===== src/rtl/fen_loader_pkg.sv =====
// Shared definitions for the FEN loader and the board/FEN conversion stages:
// piece codes, castle bit positions, parser states and control characters.
package fen_loader_pkg;

  localparam int DEFAULT_PIECE_WIDTH = 4;
  localparam int DEFAULT_ROW_WIDTH   = 8 * DEFAULT_PIECE_WIDTH;
  localparam int DEFAULT_BOARD_WIDTH = 64 * DEFAULT_PIECE_WIDTH;

  typedef logic [3:0] piece_t;

  localparam piece_t EMPTY        = 4'd0;
  localparam piece_t WHITE_PAWN   = 4'd1;
  localparam piece_t WHITE_ROOK   = 4'd2;
  localparam piece_t WHITE_KNIGHT = 4'd3;
  localparam piece_t WHITE_BISHOP = 4'd4;
  localparam piece_t WHITE_KING   = 4'd5;
  localparam piece_t WHITE_QUEN   = 4'd6;
  localparam piece_t BLACK_PAWN   = 4'd7;
  localparam piece_t BLACK_ROOK   = 4'd8;
  localparam piece_t BLACK_KNIGHT = 4'd9;
  localparam piece_t BLACK_BISHOP = 4'd10;
  localparam piece_t BLACK_KING   = 4'd11;
  localparam piece_t BLACK_QUEN   = 4'd12;

  localparam int CASTLE_WK = 0;
  localparam int CASTLE_WQ = 1;
  localparam int CASTLE_BK = 2;
  localparam int CASTLE_BQ = 3;

  localparam logic [7:0] CH_LF    = 8'h0a;
  localparam logic [7:0] CH_CR    = 8'h0d;
  localparam logic [7:0] CH_SP    = 8'h20;
  localparam logic [7:0] CH_DASH  = 8'h2d;
  localparam logic [7:0] CH_SLASH = 8'h2f;

  typedef enum logic [2:0] {
    ST_PLACE,
    ST_SIDE,
    ST_SEP,
    ST_CASTLE,
    ST_SKIP,
    ST_DONE,
    ST_ERR_SKIP
  } fen_state_t;

endpackage


===== src/rtl/fen_loader_if.sv =====
// Character-stream input and published-position output of the FEN loader.
interface fen_loader_if #(
  parameter int BOARD_WIDTH = fen_loader_pkg::DEFAULT_BOARD_WIDTH
);
  logic [7:0]             in_char;
  logic                   in_valid;
  logic                   in_ready;
  logic [BOARD_WIDTH-1:0] board;
  logic                   white_to_move;
  logic [3:0]             castle_mask;
  logic                   board_valid;
  logic                   parse_error;

  modport master (
    output in_char, in_valid,
    input  in_ready, board, white_to_move, castle_mask, board_valid, parse_error
  );

  modport slave (
    input  in_char, in_valid,
    output in_ready, board, white_to_move, castle_mask, board_valid, parse_error
  );
endinterface


===== src/rtl/fen_char_decode.sv =====
// Combinational FEN character classifier: piece letters and placement digits.
module fen_char_decode
  import fen_loader_pkg::*;
(
  input  logic [7:0] ascii,
  output logic       is_piece,
  output piece_t     piece_code,
  output logic       is_digit,
  output logic [3:0] digit_value
);

  always_comb begin
    is_piece   = 1'b1;
    piece_code = EMPTY;
    case (ascii)
      "P": piece_code = WHITE_PAWN;
      "R": piece_code = WHITE_ROOK;
      "N": piece_code = WHITE_KNIGHT;
      "B": piece_code = WHITE_BISHOP;
      "K": piece_code = WHITE_KING;
      "Q": piece_code = WHITE_QUEN;
      "p": piece_code = BLACK_PAWN;
      "r": piece_code = BLACK_ROOK;
      "n": piece_code = BLACK_KNIGHT;
      "b": piece_code = BLACK_BISHOP;
      "k": piece_code = BLACK_KING;
      "q": piece_code = BLACK_QUEN;
      default: is_piece = 1'b0;
    endcase
  end

  // Only '1'..'8' are legal run lengths; '0' and '9' fall through as errors.
  assign is_digit    = (ascii >= "1") && (ascii <= "8");
  assign digit_value = is_digit ? ascii[3:0] : 4'd0;

endmodule


===== src/rtl/fen_loader.sv =====
// Parses a FEN character stream into a packed board, side to move and castling
// rights; publishes only complete, well-formed lines.
//
// state       | meaning
// ST_PLACE    | piece placement field, rank 8 down to rank 1
// ST_SIDE     | expecting 'w' or 'b'
// ST_SEP      | after side: ' ' to castling field, '\n' ends line
// ST_CASTLE   | castling field ('-' or KQkq)
// ST_SKIP     | en-passant and move counters, discarded until '\n'
// ST_DONE     | one cycle: publish working copy, not ready
// ST_ERR_SKIP | rejected line, discard until '\n'
module fen_loader
  import fen_loader_pkg::*;
#(
  parameter int PIECE_WIDTH = DEFAULT_PIECE_WIDTH,
  parameter int ROW_WIDTH   = DEFAULT_ROW_WIDTH,
  parameter int BOARD_WIDTH = DEFAULT_BOARD_WIDTH
) (
  input  logic         clk,
  input  logic         reset_n,
  fen_loader_if.slave  bus
);

  localparam int IDX_W = $clog2(BOARD_WIDTH);

  fen_state_t             state_q;
  logic [BOARD_WIDTH-1:0] work_board;
  logic [2:0]             rank_q;
  logic [3:0]             file_q;
  logic                   side_q;
  logic [3:0]             castle_q;

  logic       is_piece, is_digit;
  piece_t     piece_code;
  logic [3:0] digit_value;

  logic             accept, char_err, restart, is_lf, is_sp, file_full;
  logic [4:0]       file_sum;
  logic [IDX_W-1:0] sq_base;

  fen_char_decode u_decode (
    .ascii       (bus.in_char),
    .is_piece    (is_piece),
    .piece_code  (piece_code),
    .is_digit    (is_digit),
    .digit_value (digit_value)
  );

  assign bus.in_ready = (state_q != ST_DONE);

  // Carriage returns complete a handshake but never reach the parser.
  assign accept    = bus.in_valid && bus.in_ready && (bus.in_char != CH_CR);
  assign is_lf     = (bus.in_char == CH_LF);
  assign is_sp     = (bus.in_char == CH_SP);
  assign file_full = (file_q == 4'd8);
  assign file_sum  = {1'b0, file_q} + {1'b0, digit_value};
  assign sq_base   = IDX_W'(int'(rank_q) * ROW_WIDTH + int'(file_q[2:0]) * PIECE_WIDTH);

  always_comb begin
    char_err = 1'b0;
    case (state_q)
      ST_PLACE: begin
        if (is_piece)                      char_err = file_q[3];
        else if (is_digit)                 char_err = (file_sum > 5'd8);
        else if (bus.in_char == CH_SLASH)  char_err = !(file_full && (rank_q != 3'd0));
        else if (is_sp)                    char_err = !(file_full && (rank_q == 3'd0));
        else                               char_err = 1'b1;
      end
      ST_SIDE:   char_err = !((bus.in_char == "w") || (bus.in_char == "b"));
      ST_SEP:    char_err = !(is_sp || is_lf);
      ST_CASTLE: char_err = !(is_sp || is_lf || (bus.in_char == CH_DASH) ||
                              (bus.in_char == "K") || (bus.in_char == "Q") ||
                              (bus.in_char == "k") || (bus.in_char == "q"));
      default:   char_err = 1'b0;
    endcase
  end

  assign restart = (state_q == ST_DONE) ||
                   (accept && is_lf && (char_err || (state_q == ST_ERR_SKIP)));

  always_ff @(posedge clk) begin
    if (!reset_n) begin
      state_q           <= ST_PLACE;
      work_board        <= '0;
      rank_q            <= 3'd7;
      file_q            <= 4'd0;
      side_q            <= 1'b1;
      castle_q          <= 4'd0;
      bus.board         <= '0;
      bus.white_to_move <= 1'b1;
      bus.castle_mask   <= 4'd0;
      bus.board_valid   <= 1'b0;
      bus.parse_error   <= 1'b0;
    end else begin
      bus.board_valid <= 1'b0;
      bus.parse_error <= accept && char_err;

      if (state_q == ST_DONE) begin
        bus.board         <= work_board;
        bus.white_to_move <= side_q;
        bus.castle_mask   <= castle_q;
        bus.board_valid   <= 1'b1;
      end

      if (restart) begin
        state_q    <= ST_PLACE;
        work_board <= '0;
        rank_q     <= 3'd7;
        file_q     <= 4'd0;
        side_q     <= 1'b1;
        castle_q   <= 4'd0;
      end else if (accept && char_err) begin
        state_q <= ST_ERR_SKIP;
      end else if (accept) begin
        case (state_q)
          ST_PLACE: begin
            if (is_piece) begin
              work_board[sq_base +: PIECE_WIDTH] <= PIECE_WIDTH'(piece_code);
              file_q <= file_q + 4'd1;
            end else if (is_digit) begin
              file_q <= file_sum[3:0];
            end else if (bus.in_char == CH_SLASH) begin
              rank_q <= rank_q - 3'd1;
              file_q <= 4'd0;
            end else begin
              state_q <= ST_SIDE;
            end
          end
          ST_SIDE: begin
            side_q  <= (bus.in_char == "w");
            state_q <= ST_SEP;
          end
          ST_SEP:
            state_q <= is_lf ? ST_DONE : ST_CASTLE;
          ST_CASTLE: begin
            case (bus.in_char)
              "K":     castle_q[CASTLE_WK] <= 1'b1;
              "Q":     castle_q[CASTLE_WQ] <= 1'b1;
              "k":     castle_q[CASTLE_BK] <= 1'b1;
              "q":     castle_q[CASTLE_BQ] <= 1'b1;
              CH_SP:   state_q <= ST_SKIP;
              CH_LF:   state_q <= ST_DONE;
              default: ;
            endcase
          end
          ST_SKIP:
            if (is_lf) state_q <= ST_DONE;
          default: ;
        endcase
      end
    end
  end

endmodule


===== src/flat_wrapper.sv =====
// flat-port wrapper written by rule: the top's interface ports become plain ports
module fen_loader_flat import fen_loader_pkg::*;
#(
  parameter int PIECE_WIDTH = DEFAULT_PIECE_WIDTH,
  parameter int ROW_WIDTH   = DEFAULT_ROW_WIDTH,
  parameter int BOARD_WIDTH = DEFAULT_BOARD_WIDTH
)
  (clk, reset_n, bus_in_char, bus_in_valid, bus_in_ready, bus_board, bus_white_to_move, bus_castle_mask, bus_board_valid, bus_parse_error);
  fen_loader_if #(.BOARD_WIDTH(BOARD_WIDTH)) bus_i ();
  input  logic clk;
  input  logic reset_n;
  input wire logic [$bits(bus_i.in_char)-1:0] bus_in_char;
  input wire logic [$bits(bus_i.in_valid)-1:0] bus_in_valid;
  output wire logic [$bits(bus_i.in_ready)-1:0] bus_in_ready;
  output wire logic [$bits(bus_i.board)-1:0] bus_board;
  output wire logic [$bits(bus_i.white_to_move)-1:0] bus_white_to_move;
  output wire logic [$bits(bus_i.castle_mask)-1:0] bus_castle_mask;
  output wire logic [$bits(bus_i.board_valid)-1:0] bus_board_valid;
  output wire logic [$bits(bus_i.parse_error)-1:0] bus_parse_error;
  assign bus_i.in_char = bus_in_char;
  assign bus_i.in_valid = bus_in_valid;
  assign bus_in_ready = bus_i.in_ready;
  assign bus_board = bus_i.board;
  assign bus_white_to_move = bus_i.white_to_move;
  assign bus_castle_mask = bus_i.castle_mask;
  assign bus_board_valid = bus_i.board_valid;
  assign bus_parse_error = bus_i.parse_error;
  fen_loader #(.PIECE_WIDTH(PIECE_WIDTH), .ROW_WIDTH(ROW_WIDTH), .BOARD_WIDTH(BOARD_WIDTH)) u_core (.clk(clk), .reset_n(reset_n), .bus(bus_i));
endmodule

===== config.mk =====
export PLATFORM = sky130hd
export DESIGN_NAME = fen_loader_flat
export DESIGN_NICKNAME = d
export VERILOG_FILES = /design/src/rtl/fen_loader_pkg.sv /design/src/rtl/fen_loader_if.sv /design/src/rtl/fen_char_decode.sv /design/src/rtl/fen_loader.sv /design/src/flat_wrapper.sv
export SDC_FILE = /design/constraint.sdc
export NUM_CORES = 1
export LEC_CHECK = 0
export BUFFER_PORTS_ARGS = -buffer_cell sky130_fd_sc_hd__buf_4
export CAP_MARGIN = 20
export CORE_ASPECT_RATIO = 0.9
export CORE_MARGIN = 2
export CORE_UTILIZATION = 35
export DETAILED_ROUTE_END_ITERATION = 12
export HOLD_SLACK_MARGIN = 0.15
export PLACE_DENSITY_LB_ADDON = 0.05
export SYNTH_ARGS = -nofsm -noshare
export SYNTH_HDL_FRONTEND = slang
export SYNTH_SLANG_ARGS = --single-unit
export TNS_END_PERCENT = 20

===== constraint.sdc =====
create_clock -name clk -period 4.7 [get_ports clk]
set_input_delay 0.94 -clock clk [delete_from_list [all_inputs] [get_ports clk]]
set_output_delay 0.94 -clock clk [all_outputs]
set_load 0.1 [all_outputs]

==> flow_summary.toml <==
[outcome]
outcome = "completed"

[critical_path]
end_kind = "register"
crit_path_end = "u_core.rank_q[1]"
r2r_end = "u_core.work_board[25]"
r2r_setup_slack_ps = 1220
reg2regPathDepth = 8
critPathLaunchType = "primary input"
critPathSlowestCell = "fa_1"
path_cells = "buf_4 > o31a_1 > nor3_2 > and2_1 > ha_1 > inv_1 > fa_1 > inv_1 > o32ai_1 > o2111ai_1 > o21a_1 > a2111o_1 > mux2i_1 > or2_1"
critPathBufInv = 3
critPathMostFrequentCell = "inv_1"
cp_max_fo = 21
arrival_ps = 3990
crit_cells = 14
path_class = "in2reg"
critical_path.startpoint = "bus_in_char[0]"
path_delay_family = "compound AO/OA/AOI/OAI gates"
cpPeakStageDelay_ps = 490
timing.rr.start = "u_core.file_q[1]"
required_ps = 5210

[clock_tree]
clock_path_buffers = 3
postCtsHoldBufs = 0
post-cts-setup-buffers = 0
cts_num_sinks = 534
cts_tree = "built"
clk_pin_slew_ps = 60
cts_htree_levels = 2
insertion_delay_ps = 620
clock-root-buffer = "clkbuf_16"
post_cts_resized = 0
cts_buffers = 56

[sta]
post-route-period-util = 0.742
slew_headroom = 0.213
setup_tns_ps = 0
max_freq_ghz = 0.287
holdWs_ps = 451
rsz0062_at_grt = "no"
finalHoldViolations = 0
slew_violations = 0
fin_crit_ps = 3490
tightestPinTransition_ps = 1180
final.setup.worst_slack_ps = 1210
setup_viol = 0
skew_ps = 15.4

[detailed_routing]
wire_per_inst_um = 20.1
via_count = 16800
ant_nets = 0
drc = 0
wirelength_um = 68100
drt_iter0_drc = 1037
detail_route.first_pass.iterations = 8
via_per_inst = 4.97

[synthesis]
synth-seq-cells = 534
syn_nets = 2353
postSynthCellCount = 2331
synth_edf_count = 0
synth_cell_type_count = 77
synth_ff_type = "dfxtp_1"
async_flop_share = 0
ys_seq_area_frac = 0.519
synth.avg_cell_area_um2 = 8.84
syn_area_um2 = 20600
synth_warnings = 0

[place]
dp_hpwl_um = 45200
placed_area_um2 = 23500
placed_cells = 3278
dp_slack_ps = 571
numPortBuffers = 274
place_congestion = 0.828

[run]
drv_cap = 0

[min_path]
whs_path_depth = 2
hold_path_class = "reg2reg"
min-delay-start = "u_core.work_board[64]"

[floorplanning]
dieArea_um2 = 60800
die_width_um = 260
die_y_um = 234
fp.coreArea_um2 = 58300
start_util = 0.353
row_count = 84
top_level_ports = 275

[power]
power_mw = 9.94
ir_worst_vdd_uv = 262
power_density_nw_per_um2 = 392
p_leak_nw = 11.0

[cells_and_area]
fin_cells = 3382
area_delta_synth_final_pct = 23.2
drive_gt1_frac = 0.182
final_nets = 2584
final_common_cell = "nand2_1"
post-route-util = 0.435
stdcell_area_um2 = 25400
fillCellCount = 5889
antennaDiodeCount = 0
final_cell_mix = "545 x nand2_1, 534 x dfxtp_1, 321 x buf_4, 308 x nor2_1, 276 x a21oi_1"

[grt]
grt_start_max_net_pins = 196
grt_pass1_wl_um = 102000
grt_util_all_layers = 0.220
grt_antenna_before_repair = 1
grt_overflow = 0
grt_pass1_vias = 16300
==> per-layer routing <==
layer,global-route usage,up-vias,share of wire
met1,0.308,8151,0.48
met2,0.355,342,0.46
li1,-,8240,-
met5,0,-,0
met3,0.0348,79,0.044
met4,0.0510,0,0.017
==> tightest hold or removal path, delay by kind of cell (launching register included) <==
| family | cells | cell delay (ps) |
|---|---|---|
| DFF | 1 | 310 |
| and+or+nand+nor | 1 | 50 |
| AOI/OAI and AO/OA | 1 | 50 |
==> flip-flops by register name, summed over array words and instances (netlist names) <==
signal / flops
u_core.bus.board: 256
u_core.work_board: 256
u_core.bus.castle_mask: 4
u_core.castle_q: 4
u_core.file_q: 4
u_core.rank_q: 3
u_core.state_q: 3
u_core.bus.board_valid: 1
u_core.bus.parse_error: 1
u_core.bus.white_to_move: 1
u_core.side_q: 1
==> power breakdown <==
group / switching (mW) / total (mW) / internal (mW)
Clock: 1.87 / 4.58 / 2.71
Combinational: 0.627 / 0.786 / 0.159
Sequential: 0.0330 / 4.58 / 4.54
==> final cells by class <==
class / count / area [um2] / share of cell area
clock inverter: 17 / 204 / 0.00803
inverter: 16 / 75.1 / 0.00296
tap: 774 / 968 / 0.0382
multi-input combinational: 1627 / 9210 / 0.363
sequential: 534 / 10700 / 0.421
timing repair buffer: 327 / 2530 / 0.0997
clock buffer: 87 / 1710 / 0.0673
==> cells in the mapped netlist (3+ instances only) <==
cell,number,area [um2]
nand2_1,545,2050
dfxtp_1,534,10700
nor2_1,316,1190
a21oi_1,276,1380
mux2i_1,256,2560
clkbuf_1,100,375
nand3_1,50,250
buf_2,33,165
inv_1,16,60.1
buf_4,14,105
nand3_4,14,245
ha_1,10,125
o21ai_0,10,50.1
nor2b_1,9,56.3
a211oi_1,8,60.1
nand4_1,8,50.1
nor3_1,8,40.0
nand2b_1,7,43.8
or3_1,7,43.8
and2_1,6,37.5
nand3_2,6,60.1
a31oi_1,5,31.3
o31ai_1,5,37.5
xnor2_1,5,43.8
a21o_1,4,30.0
nand4b_1,4,35.0
nor3_2,4,40.0
buf_6,3,33.8
nor3b_2,3,37.5
nor4_1,3,18.8
o31a_1,3,26.3
==> worst min-delay path by stage <==
| stage | slack [ps] | endpoint |
|---|---|---|
| 2_1_floorplan | 430 | u_core.bus.board[112] |
| 3_3_place_gp | 440 | u_core.bus.board[66] |
| 3_5_place_dp | 440 | u_core.bus.board[156] |
| 4_1_cts | 450 | u_core.bus.board[156] |
| 5_1_grt | 470 | u_core.bus.board[55] |
| 6_report | 450 | u_core.bus.board[64] |
==> cell families after synthesis <==
| group | share of synthesized area |
|---|---|
| XOR/XNOR | 0.00298 |
| buffers and inverters | 0.0382 |
| multiplexers | 0.125 |
| flip-flops | 0.519 |
| AO/OA/AOI/OAI | 0.0924 |
| adder cells (fa/ha/maj) | 0.00705 |
| AND/OR/NAND/NOR | 0.215 |
Note: power is estimated with default switching activity, not from simulation.
